## src/rtl/hash_fold.sv

```systemverilog
// hash_fold: multi-cycle key hashing engine.
//
// Folds a KEY_W-bit key into a HASH_W-bit hash, consuming WPC HASH_W-bit
// words per RUN cycle (N = KEY_W / (HASH_W*WPC) RUN cycles). Three modes
// can be selected at run time: end-around-carry sum, XOR fold and CRC.
// The hash feeds bucket-index derivation in the match-table lookup path.
//
// Ports:
//   clk           clock
//   rst           synchronous, active-high reset
//   start_i       level request, sampled only while idle
//   mode_i        0=SUM, 1=XOR, 2=CRC, 3=illegal (sampled with start_i)
//   key_i         key to hash (sampled with start_i)
//   busy_o        high while a hash is being computed
//   hash_ready_o  result valid; held until the next accepted request
//   hash_val_o    hash result
//   err_o         one-cycle pulse when an illegal mode is requested
//
// Handshake: the result stays in DONE while start_i is held high; the
// requester must drop start_i for at least one cycle before a new request
// can be accepted. Latency from acceptance to result is N+2 cycles.

module hash_fold #(
  parameter int KEY_W  = 64,
  parameter int HASH_W = 8,
  parameter int WPC    = 2
) (
  input  logic              clk,
  input  logic              rst,
  input  logic              start_i,
  input  logic [1:0]        mode_i,
  input  logic [KEY_W-1:0]  key_i,
  output logic              busy_o,
  output logic              hash_ready_o,
  output logic [HASH_W-1:0] hash_val_o,
  output logic              err_o
);

  // Eight guard bits are enough to hold a SUM of up to 256 words without
  // overflow, which covers the largest legal key.
  localparam int ACC_W = HASH_W + 8;
  localparam int CHUNK = HASH_W * WPC;
  localparam int N     = KEY_W / CHUNK;
  localparam int CNT_W = (N > 1) ? $clog2(N) : 1;

  localparam logic [15:0]       POLY_FULL = (HASH_W == 8) ? 16'h0007 : 16'h1021;
  localparam logic [HASH_W-1:0] POLY      = POLY_FULL[HASH_W-1:0];

  localparam logic [1:0] MODE_SUM = 2'd0;
  localparam logic [1:0] MODE_XOR = 2'd1;
  localparam logic [1:0] MODE_CRC = 2'd2;
  localparam logic [1:0] MODE_ILL = 2'd3;

  localparam logic [CNT_W-1:0] LAST_CNT = CNT_W'(N - 1);

  typedef enum logic [2:0] {
    S_IDLE,
    S_RUN,
    S_FOLD1,
    S_FOLD2,
    S_DONE
  } state_t;

  state_t             r_state;
  logic [KEY_W-1:0]   r_shift;
  logic [1:0]         r_mode;
  logic [ACC_W-1:0]   r_acc;
  logic [CNT_W-1:0]   r_cnt;

  logic [HASH_W-1:0]  w_words [WPC];
  logic [ACC_W-1:0]   w_acc_run;
  logic [ACC_W-1:0]   w_acc_fold;

  // One full CRC step: the word is XORed into the register, then HASH_W
  // MSB-first shifts absorb it completely.
  function automatic logic [HASH_W-1:0] crc_step(input logic [HASH_W-1:0] crc_in,
                                                 input logic [HASH_W-1:0] word);
    logic [HASH_W-1:0] c;
    c = crc_in ^ word;
    for (int b = 0; b < HASH_W; b++) begin
      c = c[HASH_W-1] ? ((c << 1) ^ POLY) : (c << 1);
    end
    return c;
  endfunction

  // The words for this cycle always sit at the bottom of the shift register.
  for (genvar gi = 0; gi < WPC; gi++) begin : g_word
    assign w_words[gi] = r_shift[gi*HASH_W +: HASH_W];
  end

  // Absorb the WPC words of this cycle in ascending order.
  always_comb begin
    w_acc_run = r_acc;
    for (int w = 0; w < WPC; w++) begin
      case (r_mode)
        MODE_SUM: w_acc_run = w_acc_run + ACC_W'(w_words[w]);
        MODE_XOR: w_acc_run[HASH_W-1:0] = w_acc_run[HASH_W-1:0] ^ w_words[w];
        MODE_CRC: w_acc_run[HASH_W-1:0] = crc_step(w_acc_run[HASH_W-1:0], w_words[w]);
        default:  w_acc_run = r_acc;
      endcase
    end
  end

  // End-around carry fold; two applications always bring the SUM
  // accumulator back into HASH_W bits. Other modes pass through.
  assign w_acc_fold = (r_mode == MODE_SUM)
                    ? (ACC_W'(r_acc[HASH_W-1:0]) + (r_acc >> HASH_W))
                    : r_acc;

  always_ff @(posedge clk) begin
    if (rst) begin
      r_state      <= S_IDLE;
      r_shift      <= '0;
      r_mode       <= MODE_SUM;
      r_acc        <= '0;
      r_cnt        <= '0;
      busy_o       <= 1'b0;
      hash_ready_o <= 1'b0;
      hash_val_o   <= '0;
      err_o        <= 1'b0;
    end else begin
      err_o <= 1'b0;
      case (r_state)
        S_IDLE: begin
          if (start_i) begin
            if (mode_i != MODE_ILL) begin
              r_shift      <= key_i;
              r_mode       <= mode_i;
              r_acc        <= '0;
              r_cnt        <= '0;
              hash_ready_o <= 1'b0;
              busy_o       <= 1'b1;
              r_state      <= S_RUN;
            end else begin
              // A held illegal request alternates pulse / quiet cycle.
              err_o <= ~err_o;
            end
          end
        end

        S_RUN: begin
          r_acc   <= w_acc_run;
          r_shift <= r_shift >> CHUNK;
          r_cnt   <= r_cnt + 1'b1;
          if (r_cnt == LAST_CNT) begin
            r_state <= S_FOLD1;
          end
        end

        S_FOLD1: begin
          r_acc   <= w_acc_fold;
          r_state <= S_FOLD2;
        end

        S_FOLD2: begin
          r_acc        <= w_acc_fold;
          hash_val_o   <= w_acc_fold[HASH_W-1:0];
          hash_ready_o <= 1'b1;
          busy_o       <= 1'b0;
          r_state      <= S_DONE;
        end

        S_DONE: begin
          // Result is held; leave only once the requester drops start_i.
          if (!start_i) begin
            r_state <= S_IDLE;
          end
        end

        default: begin
          r_state <= S_IDLE;
          busy_o  <= 1'b0;
        end
      endcase
    end
  end

endmodule

```

## config.mk

```make
export PLATFORM = sky130hd
export DESIGN_NAME = hash_fold
export DESIGN_NICKNAME = d
export VERILOG_FILES = /design/src/rtl/hash_fold.sv
export SDC_FILE = /design/constraint.sdc
export NUM_CORES = 1
export LEC_CHECK = 0
export BUFFER_PORTS_ARGS = -buffer_cell sky130_fd_sc_hd__clkbuf_2
export CAP_MARGIN = 15
export CORE_ASPECT_RATIO = 1.75
export CORE_MARGIN = 2
export CORE_UTILIZATION = 42
export DETAILED_ROUTE_END_ITERATION = 12
export PLACE_DENSITY = 0.71
export SLEW_MARGIN = 30
export SYNTH_ARGS = -nofsm -noshare
export SYNTH_HDL_FRONTEND = slang
export SYNTH_SLANG_ARGS = --single-unit
```

## constraint.sdc

```tcl
create_clock -name clk -period 7.4 [get_ports clk]
set_clock_uncertainty 0.1 [all_clocks]
set_input_delay 1.48 -clock clk [delete_from_list [all_inputs] [get_ports clk]]
set_output_delay 1.48 -clock clk [all_outputs]
set_load 0.005 [all_outputs]
```

==> key figures, run 1 <==
Job
  • Max-Cap Viols: 0

Synthesis
  • Synth area leaders: dfxtp_1, nand2_1, ha_1
  • YS warnings: 0
  • Post-Syn Area: 6190 µm²
  • Cell taking the most area after synthesis: dfxtp_1
  • Simple-Gate Fraction of Synth Area: 0.211
  • Largest family of logic cells by synthesized area: compound AO/OA/AOI/OAI gates
  • Yosys reg bits: 98
  • Top FF cell, synth: dfxtp_1
  • Mux contribution to synthesized area: 0.0261
  • Top cell type's share of synthesized area: 0.317
  • Yosys cell types: 64
  • Async S/R FF share, synth: 0
  • Mean Syn Cell Area: 7.75 µm²
  • Post-synthesis compound-gate area fraction: 0.243
  • Post-synth net total: 909
  • Register area share after synthesis: 0.317
  • Xor/xnor share of the synthesized area: 0.0594
  • Adder-cell share of the synthesized area: 0.0864
  • Number of flops mapped to enable cells by yosys: 0
  • Post-Synthesis Cells: 799

Min path
  • Worst hold path type: register to register

Setup path
  • Crit path capture type: register
  • Worst Path Required: 7.59 ns
  • Critical path class: register to register
  • Crit path cell chain: ha_1, ha_1, a221o_2, xor2_1, a222oi_1, mux2i_1, ha_1, ha_1, and2_1, a311oi_1, nor3_1, o21ba_2, nand2b_1, xnor2_1, o32a_1, nor2_1
  • Slowest CP cell: dfxtp_1
  • Crit path max fanout: 9
  • Most common cell on crit path: ha_1
  • Crit path launch type: register
  • Buf+Inv Stages, Crit Path: 0
  • Worst EP arrival: 4.52 ns
  • Peak per-stage delay on the critical path: 0.45 ns
  • Delay-heaviest family, CP: compound AO/OA/AOI/OAI gates

STA
  • Final Hold Vio Count: 0
  • Fin crit period: 4.33 ns
  • Worst slew pin tran: 0.886 ns
  • Final period utilization: 0.585
  • RSZ-0062 raised after global routing: false
  • Max Slew Vio Count: 0
  • Max-slew headroom: 0.409
  • WHS: 0.326 ns
  • Setup TNS Final: 0 ns
  • Endpoints failing setup: 0
  • Fmax: 0.231 GHz

Clock network
  • Clock slew at reported path FFs: 0.07 ns
  • H-tree Lvls: 3
  • # clock sinks: 98
  • CTS tree: done
  • Clk root buf: clkbuf_16
  • Post-CTS Setup Inserts: 0
  • Skew-Pair Late Insertion Delay: 0.35 ns
  • Post_cts resized: 0
  • Max Buffers Root-to-Sink: 2
  • CTS Buf Count: 9
  • Cts hold-fix bufs: 0

Die
  • Chip width: 95.8 µm
  • Starting density of the core: 0.431
  • Core area: 14400 µm²
  • DIE AREA: 15800 µm²
  • Num rows: 58
  • Total I/O pin count: 80
  • Chip height: 165 µm

GRT
  • Global route overflow: 0
  • First-pass GRT wire length: 27300 µm
  • Vias in the first global route: 5487
  • Largest net degree at the start of global routing: 81
  • All-Layer GR Usage: 0.224
  • Initial antenna violation count: 0

Finish
  • Fill cells: 1473
  • Layout cells sized above 1: 0.147
  • Register area: 1960 µm²
  • Synthesis-to-finish area growth: 11.7%
  • Multi-input gate area: 3900 µm²
  • N_diodes: 0
  • Layout Nets: 946

Pwr
  • Leakage power: 0.00286 µW
  • Peak VDD IR: 0.165 mV
  • P per Cell Area: 264 nW/µm²

Drt
  • Final antenna-violating net count: 0
  • First drt pass iteration count: 7
  • Final WL: 17100 µm
  • Vias/cell: 5.80
  • Initial drt markers: 399
  • Wirelength per Cell: 16.8 µm
  • Vias: 5921
  • DRC: 0

Placed design
  • RD Place Congestion: 0.957
  • HPWL after detailed placement: 12700 µm
  • Port bufs: 79

Run status
  • Status: finished clean
-- where the power goes --
part           internal, µW  total, µW  switching [µW]
Clock                   245        468             223
Sequential              586        639            53.4
Combinational           302        720             417
-- routing by layer --
layer  routed length, µm  part of all wire  track usage  vias to the layer above
met1                6480              0.38        0.247                     2787
met3                 632             0.037       0.0347                       54
met5                   0                 0            0                        -
li1                    -                 -            -                     2900
met2                9010              0.53        0.391                      180
met4                 997             0.058        0.140                        0
-- state kept, by name (all words and copies together) (netlist names) --
name and cells:
r_shift 64, r_acc 16, r_cnt 2, r_state 3, err_o 1, hash_val_o 8, hash_ready_o 1, busy_o 1
r_mode 2
-- layout make-up --
class	count	share of cell area
Multi-Input combinational cell	616	0.563
Tap cell	180	0.0326
Inverter	28	0.0152
Clock inverter	6	0.00904
Sequential cell	98	0.284
Timing Repair Buffer	83	0.0615
Clock buffer	10	0.0346
-- final timing paths --
| path | start | end | slack [ns] | depth (start not counted) |
|---|---|---|---|---|
| setup / recovery | r_acc[3] | r_acc[9] | 3.07 | 16 |
| hold / removal | err_o | err_o | 0.33 | 1 |
| setup reg to reg | r_acc[3] | r_acc[9] | 3.07 | 16 |
| hold reg to reg | err_o | err_o | 0.33 | 1 |
-- cells in the final DEF, fill, tap and decap left out, drive strengths merged, types with 12 or more instances in the layout --
cell / n
mux2i: 15
a21oi: 49
a311oi: 51
nand2: 158
nor2: 99
xnor2: 27
xor2: 15
nor3: 13
inv: 29
clkbuf: 89
o21ai: 30
ha: 38
dfxtp: 98
a211oi: 12
-- synth_stat cells (all sizes together), types with 7 or more instances --
| master | n |
|---|---|
| ha | 38 |
| or3 | 8 |
| xnor2 | 27 |
| a311oi | 51 |
| nand2 | 158 |
| a211oi | 12 |
| nor2 | 99 |
| nand2b | 7 |
| xor2 | 15 |
| mux2i | 15 |
| dfxtp | 98 |
| a21oi | 49 |
| clkbuf | 51 |
| o21ai | 30 |
| a21o | 9 |
| inv | 28 |
| nor3 | 13 |
| a222oi | 7 |
-- stage by stage --
stage	std cells	utilization	area [µm²]	power, µW	worst slack, ns
floorplan	799	-	6190	1200	3.48
global placement	1005	0.460	6610	1360	3.23
detailed placement	1005	0.460	6610	1360	3.16
CTS	1021	0.481	6910	1830	3.14
global route	1021	0.481	6920	1940	2.78
finish	1021	0.481	6920	1830	3.07
-- kinds of logic (layout without fill, tap and decap cells) --
group,Yosys count,in the layout
flops,98,98
compound gates,206,206
mux,16,16
fa+ha+maj,41,41
xor+xnor,42,42
buf+inv,85,127
simple gates,311,311
(Power assumes the default switching activity.)
==> run 2: changes to the inputs <==
--- a/config.mk
+++ b/config.mk
@@ -11,7 +11,7 @@
 export CORE_MARGIN = 2
 export CORE_UTILIZATION = 42
 export DETAILED_ROUTE_END_ITERATION = 12
-export PLACE_DENSITY = 0.71
+export PLACE_DENSITY = 0.73
 export SLEW_MARGIN = 30
 export SYNTH_ARGS = -nofsm -noshare
 export SYNTH_HDL_FRONTEND = slang
==> constraint.sdc (replaced) <==
create_clock -name clk -period 3.5 [get_ports clk]
set_clock_uncertainty 0.1 [all_clocks]
set_input_delay 0.7 -clock clk [delete_from_list [all_inputs] [get_ports clk]]
set_output_delay 0.7 -clock clk [all_outputs]
set_load 0.005 [all_outputs]
==> key figures, run 2 (synthesis results as in run 1) <==
Setup path
  • CP endpoint: r_acc[7]
  • Setup slack, reg-to-reg: -0.44 ns
  • Crit path launch type: register
  • R2R cell count: 14
  • Crit path max fanout: 3
  • Worst Path Required: 3.70 ns
  • Critical path class: register to register
  • Reg-to-reg endpoint: r_acc[7]
  • Crit path capture type: register
  • Worst r2r src: r_shift[0]
  • CP startpoint: r_shift[0]
  • Worst EP arrival: 4.14 ns

STA
  • Fmax: 0.254 GHz
  • Max Slew Vio Count: 0
  • Endpoints failing setup: 16
  • Fin crit period: 3.94 ns
  • PnR worst setup slack: -0.439 ns
  • Worst slew pin tran: 0.720 ns
  • Final Hold Vio Count: 0
  • Setup TNS Final: -3.54 ns
  • RSZ-0062 raised after global routing: true
  • Max-slew headroom: 0.520
  • Final period utilization: 1.13
  • WHS: 0.335 ns

Placed design
  • Port bufs: 79
  • Inst Count DP: 1065
  • Place WS: -0.293 ns
  • HPWL after detailed placement: 13300 µm
  • RD Place Congestion: 0.965

Run status
  • Status: finished, violations left
  • Violated checks: setup timing

Clock network
  • Cts hold-fix bufs: 0
  • CTS Buf Count: 9
  • # clock sinks: 98
  • Skew-Pair Late Insertion Delay: 0.35 ns
  • Max Buffers Root-to-Sink: 2
  • Clk root buf: clkbuf_16
  • Clock slew at reported path FFs: 0.07 ns
  • CTS tree: done
  • H-tree Lvls: 3

Die
  • Starting density of the core: 0.431
  • DIE AREA: 15800 µm²
  • Chip height: 165 µm
  • Num rows: 58
  • Core area: 14400 µm²
  • Chip width: 95.8 µm
  • Total I/O pin count: 80

Finish
  • Layout Nets: 1022
  • Largest Register: r_shift
  • Post-route insts no fill: 1097
  • Most common cell after layout, fill and taps aside: nand2_1
  • Synthesis-to-finish area growth: 27.1%
  • N_diodes: 0
  • Layout cells sized above 1: 0.277
  • Biggest regs: r_shift: 64 flops, r_acc: 16 flops, hash_val_o: 8 flops
  • Fill cells: 1287
  • Max reg flops: 64
  • Most frequent cells in the layout: nand2_1, nor2_1, dfxtp_1

GRT
  • First-pass GRT wire length: 28700 µm
  • Largest net degree at the start of global routing: 108
  • Vias in the first global route: 5995
  • Initial antenna violation count: 0
  • All-Layer GR Usage: 0.234
  • Global route overflow: 0

Drt
  • First drt pass iteration count: 8
  • Wirelength per Cell: 17.0 µm
  • Initial drt markers: 431
  • Vias/cell: 5.77
  • Final WL: 18600 µm
  • Vias: 6329
  • Final antenna-violating net count: 0
  • DRC: 0

Min path
  • Worst hold path type: register to register

Pwr
  • Leakage power: 0.00327 µW
  • PnR Total Power: 4490 µW
  • P per Cell Area: 570 nW/µm²
  • Peak VDD IR: 0.360 mV

Job
  • Max-Cap Viols: 0
==> run 2: cell count changes in the layout (fill, tap and decap cells not counted), moves of 8 or more <==
| cell | before | now |
|---|---|---|
| a21oi_1 | 49 | 41 |
| a21oi_2 | 0 | 8 |
| buf_4 | 4 | 72 |
| dfxtp_1 | 98 | 88 |
| dfxtp_2 | 0 | 10 |
| ha_1 | 38 | 27 |
| ha_4 | 0 | 9 |
| o21ai_0 | 29 | 15 |
| o21ai_1 | 0 | 10 |
==> run 2: power breakdown <==
group	internal (µW)	total [µW]	switching [µW]	leakage (µW)
Combinational	1010	2100	1090	0.00233
Clock	565	1040	472	0.000139
Sequential	1240	1360	114	0.000807
==> run 2: worst min path at each step <==
| stage | slack (ns) | cells past startpoint | end | from |
|---|---|---|---|---|
| 6_report | 0.33 | 1 | err_o | err_o |
| 5_1_grt | 0.36 | 1 | err_o | err_o |
| 4_1_cts | 0.34 | 1 | err_o | err_o |
| 3_5_place_dp | 0.33 | 1 | err_o | err_o |
| 3_3_place_gp | 0.31 | 1 | err_o | err_o |
| 2_1_floorplan | 0.32 | 1 | err_o | err_o |
==> run 2: critical path, cell delays in order (launching register included) <==
cell      delay (ns)
dfxtp_2         0.34
ha_4            0.16
fa_2            0.35
a221o_2         0.39
xor2_1          0.15
a222oi_1        0.32
mux2i_1         0.13
ha_1            0.34
a2111o_1        0.42
a311oi_4        0.26
nor3_2          0.10
nor3b_1         0.32
a21oi_1         0.11
o221ai_1        0.21
o211a_1         0.17
==> run 2: cell type report <==
cell class                      instances  area (µm²)  area share
Clock buffer                           10         229      0.0291
Tap cell                              180         225      0.0286
Clock inverter                          6        75.1     0.00953
Inverter                               28         105      0.0133
Timing Repair Buffer                  159        1050       0.134
Multi-Input combinational cell        616        4210       0.535
Sequential cell                        98        1970       0.251
==> run 2: per-stage QoR <==
stage               instance area, µm²   util
floorplan                         6260      -
global placement                  7150  0.497
detailed placement                7150  0.497
CTS                               7630  0.531
global route                      7880  0.548
finish                            7880  0.548
==> run 2: timing repair <==
action	CTS	global route
hold endpoints to repair	0	0
gates cloned	0	0
pin swaps	16	24
buffers inserted	6	10
endpoints found under the setup margin	16	16
resized for setup	36	34
==> run 2: layer usage <==
layer  vias up  wire (µm)  GRT usage
met5         -          0          0
met4         0       1470      0.180
met3        75        779     0.0269
met2       250       9720      0.416
met1      2947       6630      0.244
li1       3057          -          -
==> run 3: changes to the inputs <==
--- a/config.mk
+++ b/config.mk
@@ -5,10 +5,10 @@
 export SDC_FILE = /design/constraint.sdc
 export NUM_CORES = 1
 export LEC_CHECK = 0
+export ABC_AREA = 1
 export BUFFER_PORTS_ARGS = -buffer_cell sky130_fd_sc_hd__clkbuf_2
 export CAP_MARGIN = 15
 export CORE_ASPECT_RATIO = 1.75
-export CORE_MARGIN = 2
 export CORE_UTILIZATION = 42
 export DETAILED_ROUTE_END_ITERATION = 12
 export PLACE_DENSITY = 0.73
==> key figures, run 3 <==
Die
  • Chip width: 93.7 µm
  • Total I/O pin count: 80
  • Core area: 14400 µm²
  • Num rows: 58
  • Chip height: 162 µm
  • DIE AREA: 15200 µm²
  • Starting density of the core: 0.430

Finish
  • Most common cell after layout, fill and taps aside: nand2_1
  • Most frequent cells in the layout: nand2_1, dfxtp_1, inv_1
  • Layout Nets: 1132
  • Max reg flops: 64
  • Largest Register: r_shift
  • Layout cells sized above 1: 0.227
  • Synthesis-to-finish area growth: 23.8%
  • Post-route insts no fill: 1207
  • N_diodes: 0
  • Fill cells: 1456
  • Biggest regs: r_shift: 64 flops, r_acc: 16 flops, hash_val_o: 8 flops

Setup path
  • Delay-heaviest family, CP: adder cells
  • Peak per-stage delay on the critical path: 0.39 ns
  • Worst Path Required: 3.68 ns
  • Crit path max fanout: 3
  • Worst EP arrival: 3.51 ns
  • Crit path capture type: register
  • Slowest CP cell: fa_2
  • Critical path class: register to register
  • Buf+Inv Stages, Crit Path: 1
  • Crit path launch type: register
  • Crit path cell chain: ha_4, fa_2, nand2_1, nand3b_1, a21oi_1, inv_1, a21oi_2, o21ai_2, a31oi_4, ha_4, xnor2_4, xnor2_2, xor2_1, nand2_1, or2_4, nand3_2, nand3_2, a21oi_2

Drt
  • DRC: 0
  • Vias: 6578
  • Final WL: 19000 µm
  • Wirelength per Cell: 15.7 µm
  • Final antenna-violating net count: 0
  • First drt pass iteration count: 5
  • Vias/cell: 5.45
  • Initial drt markers: 266

STA
  • Max-slew headroom: 0.535
  • Worst slew pin tran: 0.697 ns
  • Endpoints failing setup: 0
  • Max Slew Vio Count: 0
  • RSZ-0062 raised after global routing: true
  • WHS: 0.365 ns
  • Final period utilization: 0.950
  • Fin crit period: 3.32 ns
  • Fmax: 0.301 GHz
  • Final Hold Vio Count: 0

Synthesis
  • Async S/R FF share, synth: 0
  • Adder-cell share of the synthesized area: 0.0867
  • Yosys reg bits: 98
  • Number of flops mapped to enable cells by yosys: 0
  • Post-Syn Area: 6170 µm²
  • Yosys cell types: 41
  • Post-synth net total: 1024
  • Top FF cell, synth: dfxtp_1
  • Register area share after synthesis: 0.318
  • Top cell type's share of synthesized area: 0.318
  • Simple-Gate Fraction of Synth Area: 0.270
  • Commonest cells post-synth: nand2_1, dfxtp_1, o21ai_0
  • YS warnings: 0
  • Synth area leaders: dfxtp_1, nand2_1, ha_1
  • Post-synthesis compound-gate area fraction: 0.213
  • Mean Syn Cell Area: 6.76 µm²
  • Cell taking the most area after synthesis: dfxtp_1
  • Post-Synthesis Cells: 914
  • Mux contribution to synthesized area: 0
  • Xor/xnor share of the synthesized area: 0.0213
  • Largest family of logic cells by synthesized area: simple AND/OR/NAND/NOR gates
  • Count leader, synth: nand2_1

Clock network
  • CTS tree: done
  • Max Buffers Root-to-Sink: 2
  • Skew-Pair Late Insertion Delay: 0.35 ns
  • CTS Buf Count: 9
  • # clock sinks: 98
  • Clock slew at reported path FFs: 0.08 ns
  • Clk root buf: clkbuf_16
  • H-tree Lvls: 3

Placed design
  • HPWL after detailed placement: 14600 µm
  • RD Place Congestion: 0.974
  • Inst Count DP: 1188
  • Port bufs: 79

GRT
  • First-pass GRT wire length: 30400 µm
  • Largest net degree at the start of global routing: 82
  • Initial antenna violation count: 0
  • All-Layer GR Usage: 0.257
  • Vias in the first global route: 6294
  • Global route overflow: 0

Run status
  • Status: finished clean

Min path
  • Worst hold path type: register to register

Pwr
  • Leakage power: 0.00346 µW
  • PnR Total Power: 6790 µW
  • Peak VDD IR: 0.536 mV
  • P per Cell Area: 889 nW/µm²

Job
  • Max-Cap Viols: 0
[run 3: cells by family (layout without fill, tap and decap cells)]
| kind of cell | count (synthesis) | in the layout |
|---|---|---|
| AOI/OAI and AO/OA | 234 | 234 |
| DFF | 98 | 98 |
| xor gates and xnor gates | 15 | 15 |
| buffers and inverters | 132 | 245 |
| adders and majority gates | 41 | 41 |
| and+or+nand+nor | 394 | 394 |
[run 3: tightest hold or removal path, stage by stage, from the launching register on]
cell and delay, ns:
dfxtp_1 0.32, nand2_1 0.06, a21oi_1 0.05
[run 3: final cells by class]
| class | count | area [µm²] | area share |
|---|---|---|---|
| clock buffers | 10 | 239 | 0.0313 |
| clock inverters | 6 | 60.1 | 0.00786 |
| inverters | 89 | 334 | 0.0437 |
| multi-input cells | 684 | 3930 | 0.514 |
| flip-flops and latches | 98 | 1980 | 0.258 |
| well taps | 180 | 225 | 0.0295 |
| repair buffers | 140 | 882 | 0.115 |
[run 3: where the power goes]
group	internal, µW	leakage (µW)	total (µW)	switching [µW]
Clock	517	0.000140	996	478
Combinational	1860	0.00251	4190	2340
Sequential	1400	0.000811	1600	206
[run 3: timing repair]
item | in CTS | in global routing
hold buffers | 0 | 0
hold endpoints to repair | 0 | 0
setup buffers | 0 | 4
gates resized for setup | 4 | 69
pin swaps | 2 | 26
endpoints found under the setup margin | 3 | 15
[run 3: per-stage QoR]
step                      setup slack [ns]  cell area [µm²]  setup TNS [ns]   util
after floorplan                      0.188             6170               0      -
after global placement              0.0489             7030               0  0.489
after detailed placement           -0.0421             7030          -0.105  0.489
after CTS                           0.0163             7340               0  0.511
after global routing               -0.0928             7640          -0.219  0.532
final                                0.176             7640               0  0.532
[run 3: worst paths after layout]
kind / from / endpoint / slack [ns] / cells past startpoint
setup / recovery: r_shift[0] / r_acc[2] / 0.18 / 18
hold / removal: hash_ready_o / hash_ready_o / 0.36 / 2
setup reg to reg: r_shift[0] / r_acc[2] / 0.18 / 18
hold reg to reg: hash_ready_o / hash_ready_o / 0.36 / 2
[run 3: per-layer routing]
metal	up-vias	routed length, µm	part of all wire	GRT usage
met1	2976	6730	0.36	0.253
met4	0	1540	0.081	0.188
met3	80	840	0.044	0.0359
li1	3298	-	-	-
met2	224	9840	0.52	0.476
met5	-	0	0	0
